`config.mk`:
```
export PLATFORM = sky130hd
export DESIGN_NAME = uart_rx
export DESIGN_NICKNAME = d
export VERILOG_FILES = /design/src/rtl/uart_rx.sv
export SDC_FILE = /design/constraint.sdc
export NUM_CORES = 1
export LEC_CHECK = 0
export CORE_MARGIN = 2
export CORE_UTILIZATION = 49
export CTS_CLUSTER_DIAMETER = 120
export CTS_CLUSTER_SIZE = 25
export DETAILED_ROUTE_END_ITERATION = 10
export GPL_ROUTABILITY_DRIVEN = 1
export PLACE_DENSITY = 0.76
export SLEW_MARGIN = 20
export SYNTH_ARGS = -nofsm -noshare
export SYNTH_HDL_FRONTEND = slang
export SYNTH_SLANG_ARGS = --single-unit
```
`constraint.sdc`:
```
create_clock -name CLK -period 1.8 [get_ports CLK]
set_clock_uncertainty 0.15 [all_clocks]
set_input_delay 0.54 -clock CLK [delete_from_list [all_inputs] [get_ports CLK]]
set_output_delay 0.54 -clock CLK [all_outputs]
set_load 0.05 [all_outputs]
```
`src/rtl/uart_rx.sv`:
```
// UART receiver: 2-flop synchronizer, 3-sample majority vote per bit, optional parity, single-cycle result strobes.
// data_valid is high in the cycle after the 80th CLK edge following the first edge that samples RX_IN low (defaults, no parity).
//
// state  | meaning
// IDLE   | line idle, waiting for rx_s = 0
// START  | qualifying start bit; a majority of 1 is a glitch
// DATA   | shifting data bits in, LSB first
// PARITY | capturing the parity bit
// STOP   | sampling the stop bit and reporting the frame
module uart_rx #(
    parameter int DATA_WIDTH = 8,
    parameter int OVERSAMPLE = 8
) (
    input  logic                  CLK,
    input  logic                  RST,
    input  logic                  RX_IN,
    input  logic                  PAR_EN,
    input  logic                  PAR_TYP,
    output logic [DATA_WIDTH-1:0] P_DATA,
    output logic                  data_valid,
    output logic                  par_err,
    output logic                  stp_err
);

    localparam int EW = $clog2(OVERSAMPLE);
    localparam int BW = (DATA_WIDTH > 1) ? $clog2(DATA_WIDTH) : 1;
    localparam int M  = OVERSAMPLE / 2;

    localparam logic [EW-1:0] CNT_LAST = EW'(OVERSAMPLE - 1);
    localparam logic [EW-1:0] CNT_S0   = EW'(M - 1);
    localparam logic [EW-1:0] CNT_S1   = EW'(M);
    localparam logic [EW-1:0] CNT_DEC  = EW'(M + 1);
    localparam logic [BW-1:0] BIT_LAST = BW'(DATA_WIDTH - 1);

    typedef enum logic [2:0] {
        IDLE   = 3'd0,
        START  = 3'd1,
        DATA   = 3'd2,
        PARITY = 3'd3,
        STOP   = 3'd4
    } state_t;

    state_t                state_q, state_d;
    logic                  rx_meta_q, rx_s_q;
    logic [EW-1:0]         edge_cnt_q, edge_cnt_d;
    logic [BW-1:0]         bit_cnt_q, bit_cnt_d;
    logic [1:0]            samp_q, samp_d;
    logic [DATA_WIDTH-1:0] shift_q, shift_d;
    logic                  par_en_q, par_en_d;
    logic                  par_typ_q, par_typ_d;
    logic                  rx_par_q, rx_par_d;
    logic [DATA_WIDTH-1:0] p_data_q, p_data_d;
    logic                  dv_q, dv_d;
    logic                  pe_q, pe_d;
    logic                  se_q, se_d;

    logic maj;
    logic cnt_wrap;
    logic decide;
    logic exp_par;
    logic perr;

    // Third vote is the live rx_s on the decision edge.
    assign maj      = (samp_q[0] & samp_q[1]) | (samp_q[0] & rx_s_q) | (samp_q[1] & rx_s_q);
    assign cnt_wrap = (edge_cnt_q == CNT_LAST);
    assign decide   = (edge_cnt_q == CNT_DEC);
    assign exp_par  = (^shift_q) ^ par_typ_q;
    assign perr     = par_en_q && (rx_par_q != exp_par);

    always_comb begin
        state_d    = state_q;
        edge_cnt_d = edge_cnt_q;
        bit_cnt_d  = bit_cnt_q;
        samp_d     = samp_q;
        shift_d    = shift_q;
        par_en_d   = par_en_q;
        par_typ_d  = par_typ_q;
        rx_par_d   = rx_par_q;
        p_data_d   = p_data_q;
        dv_d       = 1'b0;
        pe_d       = 1'b0;
        se_d       = 1'b0;

        if (edge_cnt_q == CNT_S0) samp_d[0] = rx_s_q;
        if (edge_cnt_q == CNT_S1) samp_d[1] = rx_s_q;

        if (state_q != IDLE) begin
            edge_cnt_d = cnt_wrap ? '0 : edge_cnt_q + 1'b1;
        end

        case (state_q)
            IDLE: begin
                edge_cnt_d = '0;
                bit_cnt_d  = '0;
                if (!rx_s_q) begin
                    state_d   = START;
                    par_en_d  = PAR_EN;
                    par_typ_d = PAR_TYP;
                end
            end
            START: begin
                if (decide && maj) begin
                    state_d    = IDLE;
                    edge_cnt_d = '0;
                end else if (cnt_wrap) begin
                    state_d   = DATA;
                    bit_cnt_d = '0;
                end
            end
            DATA: begin
                if (decide) begin
                    shift_d                 = shift_q >> 1;
                    shift_d[DATA_WIDTH-1]   = maj;
                end
                if (cnt_wrap) begin
                    if (bit_cnt_q == BIT_LAST) begin
                        state_d = par_en_q ? PARITY : STOP;
                    end else begin
                        bit_cnt_d = bit_cnt_q + 1'b1;
                    end
                end
            end
            PARITY: begin
                if (decide) rx_par_d = maj;
                if (cnt_wrap) state_d = STOP;
            end
            STOP: begin
                // Leave mid-stop-bit so a back-to-back start edge is not missed.
                if (decide) begin
                    state_d    = IDLE;
                    edge_cnt_d = '0;
                    se_d       = !maj;
                    pe_d       = perr;
                    if (maj && !perr) begin
                        dv_d     = 1'b1;
                        p_data_d = shift_q;
                    end
                end
            end
            default: begin
                state_d    = IDLE;
                edge_cnt_d = '0;
            end
        endcase
    end

    always_ff @(posedge CLK) begin
        if (RST) begin
            rx_meta_q  <= 1'b1;
            rx_s_q     <= 1'b1;
            state_q    <= IDLE;
            edge_cnt_q <= '0;
            bit_cnt_q  <= '0;
            samp_q     <= '0;
            shift_q    <= '0;
            par_en_q   <= 1'b0;
            par_typ_q  <= 1'b0;
            rx_par_q   <= 1'b0;
            p_data_q   <= '0;
            dv_q       <= 1'b0;
            pe_q       <= 1'b0;
            se_q       <= 1'b0;
        end else begin
            rx_meta_q  <= RX_IN;
            rx_s_q     <= rx_meta_q;
            state_q    <= state_d;
            edge_cnt_q <= edge_cnt_d;
            bit_cnt_q  <= bit_cnt_d;
            samp_q     <= samp_d;
            shift_q    <= shift_d;
            par_en_q   <= par_en_d;
            par_typ_q  <= par_typ_d;
            rx_par_q   <= rx_par_d;
            p_data_q   <= p_data_d;
            dv_q       <= dv_d;
            pe_q       <= pe_d;
            se_q       <= se_d;
        end
    end

    assign P_DATA     = p_data_q;
    assign data_valid = dv_q;
    assign par_err    = pe_q;
    assign stp_err    = se_q;

endmodule

```
; After elaboration in Yosys (flattened, before gate mapping)
; Cells that the tools add are included.
[classes]
n_addsub = 2
n_eq_ne = 19
n_mux = 20
bitwise = 9
reduce_logical = 17
[op_table]
columns = cell, n
row1 = $mux 3, 16
row2 = $pmux 3 s3, 2
row3 = $ne 2x2->1 const B, 8
row4 = $eq 3x3->1 const B, 5
row5 = $pmux 3 s5, 1
row6 = $eq 3x2->1 const B, 3
row7 = $reduce_xor 8->1, 1
row8 = $add 3x1->3 const B, 2
row9 = $reduce_and 2->1, 3
row10 = $reduce_and 6->1, 1
row11 = $reduce_bool 3->1, 2
row12 = $reduce_and 5->1, 1
row13 = $and 1x1->1, 3
row14 = $eq 3x1->1 const B, 1
row15 = $logic_and 1x1->1, 3
row16 = $logic_not 3->1, 1
row17 = $ne 3x3->1 const B, 1
row18 = $not 1->1, 3
row19 = $reduce_and 3->1, 1
row20 = $reduce_or 3->1, 1
row21 = $logic_not 1->1, 2
row22 = $or 1x1->1, 2
row23 = $reduce_or 2->1, 1
row24 = $mux 1, 1
row25 = other kinds (2), 2
[word_totals]
regBits = 35
inputBits = 5
out_inout_bits = 11
elab_cells = 82

; Logic depth before layout (Yosys ltp)
; Gate-level depths: netlist of the first run.
[logic_depth]
depth_word = 7
depth_mapped = 8
depth_no_buf = 7

; Worst setup path after synthesis of the first run
; OpenSTA, ideal clock, no wires.
[synth_timing]
path_kind = reg-to-reg
start = register shift_q[3]
end = register p_data_q[0], in the netlist P_DATA[0]
setup_ns = 0.072
t_arrival_ns = 1.621
required_ns = 1.578
setup_slack_ns = -0.043
path_stages_with_launch = 6
path_buffers = 0
period_less_slack_ns = 1.843
path_cell_list = dfxtp_1 xor2_1 xnor3_2 xnor2_2 a21oi_4 mux2i_1
[synth_between]
elab_chain_cells = 7
[synth_lines]
columns = element, line
row1 = start: declaration, 48  ; logic [DATA_WIDTH-1:0] shift_q, shift_d;
row2 = start signal: assignment, 170  ; shift_q <= shift_d;
row3 = $reduce_xor 8->1, 67  ; assign exp_par = (^shift_q) ^ par_typ_q;
row4 = $xor 1x1->1, 67
row5 = $ne 1x1->1, 68  ; assign perr = par_en_q && (rx_par_q != exp_par);
row6 = $logic_and 1x1->1, 68
row7 = $logic_not 1->1, 134  ; if (maj && !perr) begin
row8 = $logic_and 1x1->1, 134
row9 = $reduce_and 3->1 (no line), --
row10 = end signal: assignment, 174  ; p_data_q <= p_data_d;
row11 = end: declaration, 52  ; logic [DATA_WIDTH-1:0] p_data_q, p_data_d;
; Every way passes these cells.
; A chain may end at the register's enable or synchronous reset.

; Worst setup path in the final report of the first run
[layout_timing]
start = register rx_par_q
end = register p_data_q[0], in the netlist P_DATA[0]
[layout_between]
elab_chain_cells = 5
[layout_lines]
columns = element, line
row1 = start: declaration, 51  ; logic rx_par_q, rx_par_d;
row2 = start signal: assignment, 173  ; rx_par_q <= rx_par_d;
row3 = $ne 1x1->1, 68
row4 = $logic_and 1x1->1, 68
row5 = $logic_not 1->1, 134
row6 = $logic_and 1x1->1, 134
row7 = $reduce_and 3->1 (no line), --
; Every way passes these cells.

==> results of run 1 <==
-- worst reg2reg max path, cell delays in order (launching register included) --
cell     delay (ps)
dfxtp_1         410
xnor2_2         150
xnor3_2         370
xnor2_2         180
a21oi_4         160
buf_12          150
mux2i_1         190
-- final cells by class --
type | instances | area (um2) | share of cell area, %
Clock buffer | 8 | 68.8 | 2.96
Tap cell | 46 | 57.6 | 2.47
Timing Repair Buffer | 32 | 400 | 17.2
Sequential cell | 35 | 714 | 30.7
Multi-Input combinational cell | 135 | 1060 | 45.4
Inverter | 8 | 30.0 | 1.29
-- stage by stage --
stage               power, uW  utilization [%]  instances  cell area, um2
global route             1970             70.3        264            2330
global placement         1320             63.8        255            2110
floorplan                1200                -        186            1690
CTS                      1830             66.7        263            2210
finish                   1870             70.3        264            2330
detailed placement       1340             63.8        255            2110
-- sequential cells by signal (all words and copies together) (netlist names) --
| register | cells |
|---|---|
| P_DATA | 8 |
| data_valid | 1 |
| rx_s_q | 1 |
| state_q | 3 |
| par_en_q | 1 |
| par_err | 1 |
| edge_cnt_q | 3 |
| bit_cnt_q | 3 |
| rx_par_q | 1 |
| rx_meta_q | 1 |
| samp_q | 2 |
| shift_q | 8 |
| par_typ_q | 1 |
| stp_err | 1 |
-- repair_timing --
action	4_1_cts	5_1_grt
buffers inserted	0	1
hold endpoints to repair	0	0
cloned	0	0
setup endpoints to repair	15	13
resized for setup	9	22
pin swaps	2	6
-- how the worst max path moves through the flow --
stage,from,end,slack [ps],cells past startpoint
2_1_floorplan,edge_cnt_q[1],bit_cnt_q[1],4,8
3_3_place_gp,RST,edge_cnt_q[2],-2,4
3_5_place_dp,edge_cnt_q[0],bit_cnt_q[1],-70,7
4_1_cts,shift_q[4],P_DATA[0],-40,6
5_1_grt,rx_par_q,P_DATA[0],-90,6
6_report,rx_par_q,P_DATA[0],-30,6
-- kinds of logic after synthesis --
group	share of synthesized area (%)
AO/OA/AOI/OAI	9.95
multiplexers	12.5
adder cells (fa/ha/maj)	5.86
XOR/XNOR	5.49
flip-flops	41.6
AND/OR/NAND/NOR	21.1
buffers and inverters	3.56
-- synthesized netlist by cell type, drive strengths merged (5+ instances only) --
library cell	count	area [um2]
a21oi	12	71.3
nand2b	17	106
nand3	5	25.0
inv	8	30.0
dfxtp	35	701
o21ai	5	25.0
clkbuf	8	30.0
ha	7	87.6
nor2	23	88.8
mux2i	21	210
nand2	12	45.0
xnor2	5	51.3
-- power by group --
group / switching (uW) / total [uW] / internal, uW
registers: 87.6 / 904 / 816
clock network: 258 / 488 / 230
logic: 258 / 473 / 215
-- layer usage --
metal	GRT usage, %	vias up
met5	0	-
met4	10.0	0
met3	5.41	8
met2	32.4	53
met1	20.7	666
li1	-	686
==> load_flow_metrics.sql, run 1 <==
INSERT INTO impl_metrics (metric_group, metric, value, unit) VALUES
('outcome', 'run_status', 'finished with violations', ''),
('outcome', 'violations', 'negative setup slack', ''),
('cts', 'ctsHoldBuffers', '0', ''),
('sta', 'finalHoldViolations', '0', ''),
('cts', 'cts-buffers-inserted', '5', ''),
('layout', 'final_common_cell', 'dfxtp_1', ''),
('yosys', 'synthDistinctLibCells', '34', ''),
('floorplan', 'die_width', '62.6', 'um'),
('job', 'maxCapViolCount', '0', ''),
('min_path', 'whs_endpoint', 'rx_s_q', ''),
('route', 'drt-vias-per-instance', '5.35', ''),
('critical_path', 'crit_path_max_incr_delay', '410', 'ps'),
('yosys', 'syn_avg_cell_area', '9.06', 'um2'),
('yosys', 'post_synth_instance_area', '1690', 'um2'),
('critical_path', 'crit_fanout', '9', ''),
('critical_path', 'reg2reg_from', 'rx_par_q', ''),
('min_path', 'hp-class', 'reg2reg', ''),
('layout', 'fraction_of_final_layout_cells_sized_beyond_drive_strength_1', '31.2', '%'),
('route', 'detail_route.wirelength', '3.60', 'mm'),
('min_path', 'holdCritStartpoint', 'rx_meta_q', ''),
('route', 'met1Wirelength', '1.42', 'mm'),
('sta', 'fmax', '548', 'MHz'),
('critical_path', 'crit_slowest_cell', 'dfxtp_1', ''),
('yosys', 'synth_enable_flop_cells', '0', ''),
('floorplan', 'io_pins', '16', ''),
('route', 'drt_iter0_markers', '91', ''),
('yosys', 'ys_warn_count', '0', ''),
('route', 'top_layer_used', 'met4', ''),
('floorplan', 'vertical_die_dimension', '62.6', 'um'),
('cts', 'tritoncts', 'yes', ''),
('critical_path', 'r2r.worst_path.cells', '6', ''),
('route', 'dr_wl_met2', '1.90', 'mm'),
('sta', 'hold_slack', '274', 'ps'),
('sta', 'maxSlewHeadroom', '75.6', '%'),
('layout', 'mostFrequentLayoutCells', 'dfxtp_1, nor2_1, mux2i_1', ''),
('floorplan', 'die_area', '3920', 'um2'),
('global_route', 'antenna_found_initial', '0', ''),
('route', 'postRouteAntennaNets', '0', ''),
('sta', 'grt_setup_unrepaired', 'true', ''),
('critical_path', 'critical_path.startpoint_type', 'flip-flop', ''),
('power', 'worst_vdd_ir', '0.000491', 'V'),
('layout', 'diodes', '0', ''),
('route', 'route.met3.wl', '219', 'um'),
('yosys', 'asyncSetResetFlopFracSynth', '0', '%'),
('power', 'power.static_leakage', '0.000828', 'uW'),
('placement', 'routabilityCongestion', '0.932', ''),
('yosys', 'synth_seq_area_share', '41.6', '%'),
('critical_path', 'timing_worst_setup_path_type', 'reg2reg', ''),
('critical_path', 'crit_path_end_kind', 'flip-flop', ''),
('yosys', 'yosys_most_used_dff', 'dfxtp_1', ''),
('sta', 'setup_viol', '7', ''),
('yosys', 'synth-seq-cells', '35', ''),
('critical_path', 'critPathTopFamily', 'XOR/XNOR gates', ''),
('yosys', 'postSynthCellCount', '186', ''),
('critical_path', 'worst-endpoint-arrival', '1950', 'ps'),
('cts', 'htree_num_levels', '2', ''),
('placement', 'pre_cts_slack', '-65.2', 'ps'),
('min_path', 'hold_path_depth', '1', ''),
('yosys', 'synth_nets', '198', ''),
('floorplan', 'start_util', '50.9', '%'),
('power', 'powerDensity', '802', 'nW/um2'),
('global_route', 'grt_pass1_vias', '1378', ''),
('critical_path', 'r2r_setup_slk', '-30', 'ps'),
('layout', 'layout-area-overhead-vs-synth', '38.1', '%'),
('critical_path', 'path_buf_inv', '1', ''),
('critical_path', 'most_used_cell_cp', 'xnor2_2', ''),
('critical_path', 'crit_path_cell_trace', 'xnor2_2, xnor3_2, xnor2_2, a21oi_4, buf_12, mux2i_1', ''),
('sta', 'layout_setup_ws', '-25.8', 'ps'),
('critical_path', 'worst-endpoint-required', '1920', 'ps'),
('floorplan', 'fp-row-count', '21', ''),
('cts', 'clock_sink_count', '35', '');
Power figures use the tool's default switching activity.
==> run 2, diff against run 1 <==
--- a/config.mk
+++ b/config.mk
@@ -5,13 +5,16 @@
 export SDC_FILE = /design/constraint.sdc
 export NUM_CORES = 1
 export LEC_CHECK = 0
+export ABC_CLOCK_PERIOD_IN_PS = 1800
 export CORE_MARGIN = 2
 export CORE_UTILIZATION = 49
 export CTS_CLUSTER_DIAMETER = 120
 export CTS_CLUSTER_SIZE = 25
 export DETAILED_ROUTE_END_ITERATION = 10
 export GPL_ROUTABILITY_DRIVEN = 1
+export MAX_ROUTING_LAYER = met4
 export PLACE_DENSITY = 0.76
+export SETUP_SLACK_MARGIN = 0.15
 export SLEW_MARGIN = 20
 export SYNTH_ARGS = -nofsm -noshare
 export SYNTH_HDL_FRONTEND = slang
==> load_flow_metrics.sql, run 2 (synthesis results as in run 1) <==
INSERT INTO impl_metrics (metric_group, metric, value, unit) VALUES
('placement', 'port_buffer_count', '15', ''),
('cts', 'htree_num_levels', '2', ''),
('floorplan', 'die_area', '3920', 'um2'),
('critical_path', 'crit_path_max_incr_delay', '480', 'ps'),
('placement', 'pre_cts_slack', '-55.9', 'ps'),
('critical_path', 'crit_slowest_cell', 'xnor3_2', ''),
('layout', 'multiInputGateArea', '1120', 'um2'),
('sta', 'final_max_slew_viol_count', '0', ''),
('layout', 'final_cell_area', '2410', 'um2'),
('global_route', 'globalRouteOverflowTotal', '0', ''),
('outcome', 'violations', 'negative setup slack', ''),
('power', 'power.static_leakage', '0.000838', 'uW'),
('floorplan', 'vertical_die_dimension', '62.6', 'um'),
('sta', 'final_critical_path_time_including_i_o_delays_and_setup', '1880', 'ps'),
('sta', 'post-route-period-util', '105', '%'),
('floorplan', 'io_pins', '16', ''),
('floorplan', 'fp-row-count', '21', ''),
('power', 'worst_vdd_ir', '0.000511', 'V'),
('route', 'via_count', '1424', ''),
('layout', 'diodes', '0', ''),
('outcome', 'run_status', 'finished with violations', ''),
('route', 'detail_route.wirelength', '3.78', 'mm'),
('sta', 'hold_slack', '274', 'ps'),
('global_route', 'antenna_found_initial', '0', ''),
('global_route', 'grtUsageTotal', '21.1', '%'),
('cts', 'cts-buffers-inserted', '5', ''),
('route', 'drt_iter0_markers', '84', ''),
('layout', 'design.final.nets', '229', ''),
('global_route', 'first_pass_grt_wire_length', '6.35', 'mm'),
('power', 'powerDensity', '806', 'nW/um2'),
('placement', 'place.detailed.instances', '248', ''),
('critical_path', 'worst-endpoint-arrival', '2000', 'ps'),
('cts', 'tritoncts', 'yes', ''),
('floorplan', 'start_util', '50.9', '%'),
('sta', 'fmax', '531', 'MHz'),
('cts', 'ctsHoldBuffers', '0', ''),
('route', 'postRouteAntennaNets', '0', ''),
('layout', 'post_layout_nonfiller_instances', '264', ''),
('critical_path', 'worst-endpoint-required', '1920', 'ps'),
('sta', 'layout_setup_ws', '-82.5', 'ps'),
('job', 'maxCapViolCount', '0', ''),
('layout', 'layout-area-overhead-vs-synth', '43.1', '%'),
('cts', 'clock_sink_count', '35', ''),
('critical_path', 'r2r_setup_slk', '-80', 'ps'),
('critical_path', 'crit_path_end_kind', 'flip-flop', ''),
('global_route', 'maximum_number_of_pins_on_one_net_before_global_route_repair', '42', ''),
('layout', 'final_common_cell', 'dfxtp_1', ''),
('sta', 'setup_viol', '9', ''),
('sta', 'maxSlewHeadroom', '71.1', '%'),
('global_route', 'grt_pass1_vias', '1410', ''),
('layout', 'fraction_of_final_layout_cells_sized_beyond_drive_strength_1', '37.2', '%'),
('route', 'drc_errors', '0', ''),
('layout', 'final_util', '72.9', '%'),
('critical_path', 'crit_fanout', '9', ''),
('route', 'first_pass_iters', '4', ''),
('critical_path', 'critical_path.startpoint_type', 'flip-flop', ''),
('layout', 'mostFrequentLayoutCells', 'dfxtp_1, mux2i_1, nor2_1', ''),
('sta', 'worstMarginPinSlew', '431', 'ps'),
('sta', 'finalHoldViolations', '0', ''),
('critical_path', 'r2r.worst_path.cells', '6', ''),
('critical_path', 'crit_path_cell_trace', 'xnor2_2, xnor3_2, xnor2_4, a21oi_4, buf_12, mux2i_1', ''),
('floorplan', 'die_width', '62.6', 'um'),
('cts', 'clk_pin_slew', '120', 'ps'),
('placement', 'routabilityCongestion', '0.883', ''),
('route', 'routed_wire_length_per_instance', '14.3', 'um'),
('layout', 'area.sequential', '723', 'um2'),
('placement', 'hpwl', '2.47', 'mm'),
('sta', 'grt_setup_unrepaired', 'true', ''),
('min_path', 'hold_path_depth', '1', ''),
('route', 'drt-vias-per-instance', '5.39', ''),
('min_path', 'hp-class', 'reg2reg', ''),
('cts', 'cts-root-buf', 'clkbuf_4', ''),
('floorplan', 'placeable_core_area', '3310', 'um2'),
('cts', 'clockBufferDepth', '2', ''),
('cts', 'clk_latency', '360', 'ps'),
('placement', 'placed_cell_area', '2140', 'um2'),
('layout', 'fillCellCount', '232', ''),
('critical_path', 'timing_worst_setup_path_type', 'reg2reg', '');
run 2: changes by cell type in the layout (fill, tap and decap cells not counted), sizes merged:
cell | before | now
clkbuf | 8 | 6
clkinv | 0 | 1
clkinvlp | 0 | 1
run 2: final timing paths:
check | startpoint | to
setup / recovery | shift_q[4] | P_DATA[5]
hold / removal | rx_meta_q | rx_s_q
setup reg to reg | shift_q[4] | P_DATA[5]
hold reg to reg | rx_meta_q | rx_s_q
run 2: layout make-up:
cell class,instances,share of cell area (%)
well taps,46,2.39
clock buffers,6,1.71
repair buffers,32,17.8
multi-input cells,135,46.3
inverters,8,1.35
flip-flops and latches,35,30.0
clock inverters,2,0.519
run 2: power by group:
| part | leakage, uW | total, uW | switching, uW | internal (uW) |
|---|---|---|---|---|
| sequential | 0.000289 | 918 | 96.9 | 822 |
| combinational | 0.000521 | 589 | 320 | 270 |
| clock | 0.0000282 | 436 | 285 | 151 |
run 2: routing by layer:
layer | track usage, % | vias to the layer above | part of all wire (%)
met5 | - | - | 0
met4 | 9.17 | 0 | 3.8
met3 | 5.41 | 13 | 5.3
met2 | 35.3 | 52 | 49
met1 | 23.9 | 670 | 42
li1 | - | 689 | -
run 2: what timing repair did:
action	in CTS	in global routing
gates resized for setup	17	21
pin swaps	9	8
endpoints found under the setup margin	19	19
buffers inserted	6	2
run 2: critical path: cells and delay by family (launching register included):
kind,cells,cell delay [ps]
AOI/OAI and AO/OA,1,160
xor gates and xnor gates,3,780
buffers and inverters,1,150
DFF,1,360
muxes,1,210
run 2: metrics by stage:
step / total power (uW) / setup TNS, ps
after floorplan: 1220 / 0
after global placement: 1320 / 0
after global routing: 2050 / -993
after CTS: 1850 / -483
final: 1940 / -368
after detailed placement: 1350 / -155
==> run 3, diff against run 2 <==
--- a/config.mk
+++ b/config.mk
@@ -5,15 +5,15 @@
 export SDC_FILE = /design/constraint.sdc
 export NUM_CORES = 1
 export LEC_CHECK = 0
-export ABC_CLOCK_PERIOD_IN_PS = 1800
 export CORE_MARGIN = 2
 export CORE_UTILIZATION = 49
 export CTS_CLUSTER_DIAMETER = 120
 export CTS_CLUSTER_SIZE = 25
 export DETAILED_ROUTE_END_ITERATION = 10
 export GPL_ROUTABILITY_DRIVEN = 1
+export GPL_TIMING_DRIVEN = 0
 export MAX_ROUTING_LAYER = met4
-export PLACE_DENSITY = 0.76
+export PLACE_DENSITY = 0.79
 export SETUP_SLACK_MARGIN = 0.15
 export SLEW_MARGIN = 20
 export SYNTH_ARGS = -nofsm -noshare
==> load_flow_metrics.sql, run 3 (synthesis results as in run 1) <==
INSERT INTO impl_metrics (metric_group, metric, value, unit) VALUES
('outcome', 'run_status', 'finished with violations', ''),
('outcome', 'violations', 'negative setup slack', ''),
('sta', 'final_max_slew_viol_count', '0', ''),
('route', 'drc_errors', '0', ''),
('sta', 'setup_viol', '9', ''),
('power', 'intPower', '1390', 'uW'),
('power', 'worst_vdd_ir', '0.000778', 'V'),
('route', 'routed_wire_length_per_instance', '14.4', 'um'),
('placement', 'pre_cts_slack', '-506', 'ps'),
('sta', 'final.setup.tns', '-584', 'ps'),
('placement', 'routabilityCongestion', '0.830', ''),
('floorplan', 'start_util', '50.9', '%'),
('cts', 'ctsHoldBuffers', '0', ''),
('sta', 'worstMarginPinSlew', '416', 'ps'),
('cts', 'cts-buffers-inserted', '5', ''),
('route', 'first_pass_iters', '4', ''),
('route', 'drt_iter0_markers', '63', ''),
('placement', 'port_buffer_count', '15', ''),
('sta', 'post-route-period-util', '105', '%'),
('sta', 'grt_setup_unrepaired', 'true', ''),
('sta', 'maxSlewHeadroom', '72.1', '%'),
('critical_path', 'crit_path_end_kind', 'flip-flop', ''),
('route', 'postRouteAntennaNets', '0', ''),
('critical_path', 'worst-endpoint-required', '1910', 'ps'),
('cts', 'cts-root-buf', 'clkbuf_4', ''),
('global_route', 'grtUsageTotal', '21.3', '%'),
('sta', 'final_critical_path_time_including_i_o_delays_and_setup', '1900', 'ps'),
('power', 'power.static_leakage', '0.000859', 'uW'),
('global_route', 'first_pass_grt_wire_length', '6.44', 'mm'),
('floorplan', 'die_width', '62.6', 'um'),
('layout', 'design.final.nets', '234', ''),
('power', 'p_comb_share', '31.6', '%'),
('sta', 'fmax', '527', 'MHz'),
('global_route', 'grt_pass1_vias', '1377', ''),
('sta', 'layout_setup_ws', '-96.0', 'ps'),
('route', 'drt-vias-per-instance', '5.30', ''),
('sta', 'finalHoldViolations', '0', ''),
('layout', 'diodes', '0', ''),
('global_route', 'maximum_number_of_pins_on_one_net_before_global_route_repair', '13', ''),
('layout', 'final_common_cell', 'dfxtp_1', ''),
('critical_path', 'crit_fanout', '6', ''),
('layout', 'fraction_of_final_layout_cells_sized_beyond_drive_strength_1', '41.3', '%'),
('placement', 'placed_cell_area', '1970', 'um2'),
('cts', 'clock_sink_count', '35', ''),
('power', 'pwr-share-seq', '41.3', '%'),
('floorplan', 'io_pins', '16', ''),
('route', 'via_count', '1425', ''),
('critical_path', 'worst-endpoint-arrival', '2010', 'ps'),
('placement', 'place.detailed.instances', '247', ''),
('min_path', 'hp-class', 'reg2reg', ''),
('power', 'power.clock.fraction', '27.1', '%'),
('job', 'maxCapViolCount', '0', ''),
('placement', 'hpwl', '2.45', 'mm'),
('floorplan', 'placeable_core_area', '3310', 'um2'),
('layout', 'mostFrequentLayoutCells', 'dfxtp_1, mux2i_1, nor2_1', ''),
('global_route', 'antenna_found_initial', '0', ''),
('floorplan', 'fp-row-count', '21', ''),
('power', 'switching_share', '33.9', '%'),
('layout', 'layout-area-overhead-vs-synth', '38.5', '%'),
('layout', 'post_layout_nonfiller_instances', '269', ''),
('sta', 'hold_slack', '276', 'ps'),
('cts', 'clk_pin_slew', '120', 'ps'),
('layout', 'final_cell_area', '2330', 'um2'),
('critical_path', 'critical_path.startpoint_type', 'flip-flop', ''),
('cts', 'clockBufferDepth', '2', ''),
('cts', 'tritoncts', 'yes', ''),
('route', 'detail_route.wirelength', '3.88', 'mm'),
('power', 'powerDensity', '902', 'nW/um2'),
('critical_path', 'timing_worst_setup_path_type', 'reg2reg', ''),
('floorplan', 'die_area', '3920', 'um2'),
('cts', 'htree_num_levels', '2', ''),
('cts', 'clk_latency', '330', 'ps'),
('global_route', 'globalRouteOverflowTotal', '0', ''),
('power', 'switching_power', '715', 'uW'),
('floorplan', 'vertical_die_dimension', '62.6', 'um');
[run 3: changes by cell type in the layout (fill, tap and decap cells not counted), sizes merged]
cell / previous run / this run
buf: 28 / 25
bufinv: 0 / 1
clkbuf: 6 / 13
clkinvlp: 1 / 0
clkinv: 1 / 2
[run 3: layout make-up]
cell class | count | area (um2)
multi-input combinational | 135 | 1130
fill | 276 | 976
sequential | 35 | 722
timing repair buffer | 29 | 249
buffer | 8 | 58.8
tap | 46 | 57.6
clock inverter | 3 | 43.8
clock buffer | 5 | 37.5
inverter | 8 | 32.5
[run 3: what timing repair did]
action | 4_1_cts | 5_1_grt
gates resized for setup | 76 | 57
endpoints found under the hold margin | 0 | 0
endpoints found under the setup margin | 42 | 39
pin swaps | 5 | 10
setup buffers | 8 | 6
[run 3: power groups by stage]
stage / Sequential, uW / Combinational (uW) / Clock, uW
floorplan: 868 / 349 / 0
global placement: 875 / 431 / 0
detailed placement: 878 / 442 / 0
CTS: 865 / 530 / 576
global route: 876 / 721 / 619
finish: 870 / 665 / 571
[run 3: path summary, 6_finish.rpt]
kind	endpoint	depth (start not counted)	start	slack, ps
max	P_DATA[3]	6	shift_q[4]	-100
min	rx_s_q	1	rx_meta_q	280
max reg2reg	P_DATA[3]	6	shift_q[4]	-100
min reg2reg	rx_s_q	1	rx_meta_q	280
[run 3: per-stage QoR]
stage,util [%],power [uW]
finish,70.5,2110
global route,70.5,2220
CTS,64.4,1970
detailed placement,59.4,1320
global placement,59.4,1310
floorplan,-,1220
[run 3: worst max-delay path, cell delays in order, from the launching register on]
cell	delay [ps]
dfxtp_4	380
xnor2_2	140
xnor3_2	450
xnor2_2	180
a21oi_4	180
buf_12	150
mux2i_4	200
[run 3: per-layer routing]
metal	wire [um]	track usage, %
met5	0	-
met2	2020	36.8
met1	1700	24.8
met4	36	6.11
met3	125	4.68
